[src/rtl/imem_arbiter.sv]
// Two-way arbiter for the instruction-memory read port (fetch vs debug); IMEM_ARB_RR_EN swaps starvation-counter priority for round-robin.
// Grant is combinational with the request; rdata/rvalid are registered one cycle after grant; losers simply hold req until granted.
module imem_arbiter #(
    parameter int ADDR_WIDTH   = 12,
    parameter int DATA_WIDTH   = 32,
    parameter int STARVE_LIMIT = 4
) (
    input  logic                  clk,
    input  logic                  rst_n,
    input  logic                  f_req,
    input  logic [ADDR_WIDTH-1:0] f_addr,
    output logic                  f_gnt,
    output logic                  f_rvalid,
    output logic [DATA_WIDTH-1:0] f_rdata,
    input  logic                  d_req,
    input  logic [ADDR_WIDTH-1:0] d_addr,
    output logic                  d_gnt,
    output logic                  d_rvalid,
    output logic [DATA_WIDTH-1:0] d_rdata,
    output logic [ADDR_WIDTH-1:0] mem_addr,
    input  logic [DATA_WIDTH-1:0] mem_rdata
);

    logic win_f;
    logic win_d;
    logic debug_turn;

`ifdef IMEM_ARB_RR_EN
    logic last_f;

    assign debug_turn = last_f;

    always_ff @(posedge clk) begin
        if (!rst_n) begin
            last_f <= 1'b0;
        end else if (win_f) begin
            last_f <= 1'b1;
        end else if (win_d) begin
            last_f <= 1'b0;
        end
    end
`else
    localparam logic [3:0] LIMIT = 4'(STARVE_LIMIT);

    logic [3:0] starve_cnt;

    assign debug_turn = (starve_cnt >= LIMIT);

    // Counts only cycles where debug actually lost to fetch; a dropped d_req leaves it alone.
    always_ff @(posedge clk) begin
        if (!rst_n) begin
            starve_cnt <= 4'd0;
        end else if (win_d) begin
            starve_cnt <= 4'd0;
        end else if (d_req && win_f && (starve_cnt < LIMIT)) begin
            starve_cnt <= starve_cnt + 4'd1;
        end
    end
`endif

    always_comb begin
        win_f = 1'b0;
        win_d = 1'b0;
        if (rst_n) begin
            if (f_req && d_req) begin
                win_d = debug_turn;
                win_f = !debug_turn;
            end else begin
                win_f = f_req;
                win_d = d_req;
            end
        end
    end

    assign f_gnt    = win_f;
    assign d_gnt    = win_d;
    assign mem_addr = win_f ? f_addr : (win_d ? d_addr : '0);

    // Separate data registers per requester so the loser's rdata keeps its last word.
    always_ff @(posedge clk) begin
        if (!rst_n) begin
            f_rvalid <= 1'b0;
            d_rvalid <= 1'b0;
            f_rdata  <= '0;
            d_rdata  <= '0;
        end else begin
            f_rvalid <= win_f;
            d_rvalid <= win_d;
            if (win_f) begin
                f_rdata <= mem_rdata;
            end
            if (win_d) begin
                d_rdata <= mem_rdata;
            end
        end
    end

endmodule

[config.mk]
export PLATFORM = sky130hd
export DESIGN_NAME = imem_arbiter
export DESIGN_NICKNAME = d
export VERILOG_FILES = /design/src/rtl/imem_arbiter.sv
export SDC_FILE = /design/constraint.sdc
export NUM_CORES = 1
export LEC_CHECK = 0
export ABC_AREA = 1
export CAP_MARGIN = 40
export CORE_MARGIN = 3
export CORE_UTILIZATION = 43
export CTS_CLUSTER_SIZE = 14
export DETAILED_ROUTE_END_ITERATION = 10
export MAX_ROUTING_LAYER = met4
export PLACE_DENSITY = 0.95
export RECOVER_POWER = 100
export SLEW_MARGIN = 10
export SYNTH_ARGS = -nofsm -noshare
export SYNTH_HDL_FRONTEND = slang
export SYNTH_SLANG_ARGS = --single-unit
[constraint.sdc]
create_clock -name clk -period 2.8 [get_ports clk]
set_input_delay 0.56 -clock clk [delete_from_list [all_inputs] [get_ports clk]]
set_output_delay 0.56 -clock clk [all_outputs]
set_load 0.005 [all_outputs]
# Word level (Yosys, flattened, before mapping)
# Index checks and enable logic that the tools add are counted.
[totals]
register_bits = 70
out_inout_bits = 80
[classes]
n_addsub = 1
n_lt_le_gt_ge = 2
muxes = 6
bitwise_logic = 1
reduce_logical = 5
[op_table]
columns = ["op", "n"]
rows = [
  ["12-bit 2-to-1 mux", 2],
  ["4-bit by 1-bit adder with 4-bit output (second input constant)", 1],
  ["4-bit by 3-bit >= comparator with 1-bit output (second input constant)", 1],
  ["4-bit by 3-bit < comparator with 1-bit output (second input constant)", 1],
  ["1-bit 2-to-1 mux", 4],
  ["1-bit logical AND", 3],
  ["2-bit OR reduction", 1],
  ["1-bit zero test", 1],
  ["1-bit NOT", 1],
]

# Longest topological paths before layout
[logic_depth]
ltp_word = 6
mapped_depth = 7

# Worst setup path after synthesis
# No wires, ideal clock.
[synth_path]
path_type = "input-to-output"
start = "input rst_n"
end = "output mem_addr[0]"
t_arrival_ps = 1281
t_required_ps = 2240
slack_ps = 959
path_stages = 6
path_cell_list = "buf_4 -> nand2_2 -> a21oi_4 -> buf_6 -> nand2_1 -> o21ai_1"
[synth_between]
elab_chain_len = 3
elab_cells_between_ends = 4
classes_between = "4 x mux"
[synth_lines]
columns = ["item", "line", "text"]
rows = [
  ["from (decl)", "9", "input logic rst_n,"],
  ["1-bit 2-to-1 mux", "64", "if (rst_n) begin"],
  ["12-bit 2-to-1 mux", "77", "assign mem_addr = win_f ? f_addr : (win_d ? d_addr : '0);"],
  ["12-bit 2-to-1 mux *", "77", ""],
  ["to (decl)", "20", "output logic [ADDR_WIDTH-1:0] mem_addr,"],
]
# Every way passes the cells marked *; elsewhere a longest branch is shown, timed or not.

# Worst setup path after layout
[layout_path]
start = "input f_req"
end = "output mem_addr[9]"
[layout_between]
elab_chain_len = 5
elab_cells_between_ends = 7
classes_between = "6 x mux; 1 x reduce/logical"
[layout_lines]
columns = ["item", "line", "text"]
rows = [
  ["from (decl)", "10", "input logic f_req,"],
  ["1-bit logical AND", "65", "if (f_req && d_req) begin"],
  ["1-bit 2-to-1 mux", "65", ""],
  ["1-bit 2-to-1 mux", "64", ""],
  ["12-bit 2-to-1 mux", "77", ""],
  ["12-bit 2-to-1 mux *", "77", ""],
]
# Marks and branches as above.

==> summary.txt <==
Yosys
  – Post-synthesis cell count: 358
  – Primary FF master, synth: dfxtp_1
  – EDFF count, synth: 0
  – Syn Nets: 419
  – Synth unique cells: 19
  – Mapped Area: 2760 um2
  – Synthesis-stage register bit count: 70
  – Share of the yosys chip area belonging to registers: 50.7%
  – Avg Synthesized Cell Area: 7.71 um2
  – Synth async-reset ratio: 0%
  – Warnings from Yosys: 0

STA
  – Setup Skew: 0.00833 ns
  – Final Slew Violations: 0
  – Final period util: 96.3%
  – Tmin final: 2.70 ns
  – Worst slew pin tran: 0.858 ns
  – RSZ-0062 raised after global routing: no
  – Setup tns final: 0 ns
  – Hold Fails Final Rpt: 0
  – Slew margin rel.: 42.8%
  – Endpoints failing setup: 0
  – Fmax achieved: 0.371 GHz

CTS
  – Root Driver: clkbuf_8
  – Clk sinks: 70
  – Clk_lat worst skew: 0.34 ns
  – Clk buf depth: 2
  – CTS tree: done
  – CTS H-tree depth: 3
  – Worst-path clk slew: 0.07 ns
  – Num CTS Buffers: 9

Place
  – Port bufs: 139
  – DP HPWL: 6180 um
  – RePlAce Congestion: 0.826

Final layout
  – Commonest non-fill, non-tap cell in the layout: clkdlybuf4s50_1
  – Most frequent cells in the layout: 134 x clkdlybuf4s50_1, 116 x nand2_1, 70 x dfxtp_1, 66 x nand3_1, 33 x nand4_1
  – Share of post-route cells with drive strength above 1: 6.65%
  – Number of inserted diodes: 0
  – Final cell utilization of the core: 72.4%
  – Nets@finish: 552
  – Synthesis-to-layout area growth: 58.9%

Critical path
  – Crit path DAT: 2.14 ns
  – Crit. End Element: primary output
  – Cell mode on critical path: clkdlybuf4s50_1
  – CP startpoint kind: input port
  – Worst Path Max Fanout: 14
  – Worst Path Required: 2.24 ns
  – Worst path cell trace: clkdlybuf4s50_1 > nand2_1 > inv_1 > nand2_4 > nand3_1 > buf_4 > o21ai_0 > clkdlybuf4s50_1
  – CP Class: in2out
  – Delay of the slowest cell on the worst path: 0.54 ns
  – CP max-delay cell: clkdlybuf4s50_1

Global route
  – First-pass GRT wire length: 13,600 um
  – Vias in the first global route: 2,945
  – GR Overflow Total: 0
  – Initial antenna violation count: 0
  – Largest net degree at the start of global routing: 95
  – Global Route Usage Sum: 24.1%

Power
  – Power Dens Cells: 530 nW/um2
  – Peak VDD IR: 353 uV
  – Pleak: 2.03 nW

Drt
  – Drt first pass iters: 5
  – DRC viols: 0
  – DR vias: 3,011
  – Post-Route WL: 8490 um
  – Avg WL per Cell: 14.9 um
  – Vias/cell: 5.27
  – Initial drt markers: 139
  – Post-route ant nets: 0

Floorplan
  – Top Ports: 140
  – Die W: 86.1 um
  – Initial core utilization: 45.6%
  – Placeable Area: 6060 um2
  – Die area: 7420 um2
  – Rows: 28
  – Die Y-Extent: 86.1 um

Run
  – Max Cap Viol: 0

Worst hold path
  – Hold crit path type: reg2reg

Run status
  – Status: finished, final reports clean
-- final cells by class --
cell class              count  area [um2]
repair buffers            151        1500
clock buffers              11         141
flip-flops and latches     70        1400
multi-input cells         239        1120
inverters                  20        75.1
fillers                   444        1670
well taps                  75        93.8
clock inverters             5        58.8
-- power breakdown --
| part | switching [mW] | internal, mW |
|---|---|---|
| registers | 0.0358 | 1.06 |
| logic | 0.173 | 0.244 |
| clock network | 0.376 | 0.436 |
-- registers in the layout, summed over array words and instances (netlist names) --
| register | count |
|---|---|
| d_rvalid | 1 |
| f_rvalid | 1 |
| starve_cnt | 4 |
| f_rdata | 32 |
| d_rdata | 32 |
-- metal layers --
metal	up-vias	track usage, %	part of all wire, %
met2	169	40.5	50
met3	13	7.59	10
met4	0	8.63	1.5
met1	1377	26.9	39
li1	1452	-	-
met5	-	-	0
-- critical path, delay by kind of cell --
kind	cells	cell delay, ns
simple gates	3	0.19
buf+inv	4	1.23
compound gates	1	0.16
-- stage by stage --
stage	cell area [um2]	setup WS [ns]	cells	hold slack [ns]	total power [mW]
finish	4390	0.103	571	0.466	2.33
floorplan	2760	0.959	358	0.441	1.26
detailed placement	4180	0.0537	555	0.458	1.54
global route	4390	0.000420	571	0.484	2.43
global placement	4180	0.0978	555	0.450	1.52
CTS	4380	0.0334	571	0.469	2.34
-- kinds of logic after synthesis --
logic type / after synthesis / synth area share (%)
compound gates: 16 / 3.31
flops: 70 / 50.7
buf+inv: 49 / 8.79
fa+ha+maj: 1 / 0.453
simple gates: 222 / 36.7
-- cells in the mapped netlist (4+ instances only) --
library cell	number	area share [%]
nand2_1	116	16
dfxtp_1	70	51
nand3_1	66	12
nand4_1	33	7.5
inv_1	20	2.7
o21ai_0	10	1.8
clkbuf_1	9	1.2
buf_2	8	1.4
buf_4	5	1.4
buf_6	4	1.6
-- repair_timing --
item,4_1_cts,5_1_grt
endpoints found under the setup margin,0,12
hold buffers,0,0
resized for setup,0,8
buffers inserted,0,0
-- worst paths after layout --
kind | startpoint | to | slack (ns) | depth (start not counted)
setup reg to reg | starve_cnt[3]$_SDFFE_PP0P_ | d_rdata[21]$_SDFFE_PN0N_ | 1.07 | 7
hold reg to reg | f_rdata[30]$_SDFFE_PN0P_ | f_rdata[30]$_SDFFE_PN0P_ | 0.47 | 2
hold / removal | f_rdata[30]$_SDFFE_PN0P_ | f_rdata[30]$_SDFFE_PN0P_ | 0.47 | 2
setup / recovery | f_req | mem_addr[9] | 0.10 | 8
Note: power is estimated with default switching activity, not from simulation.
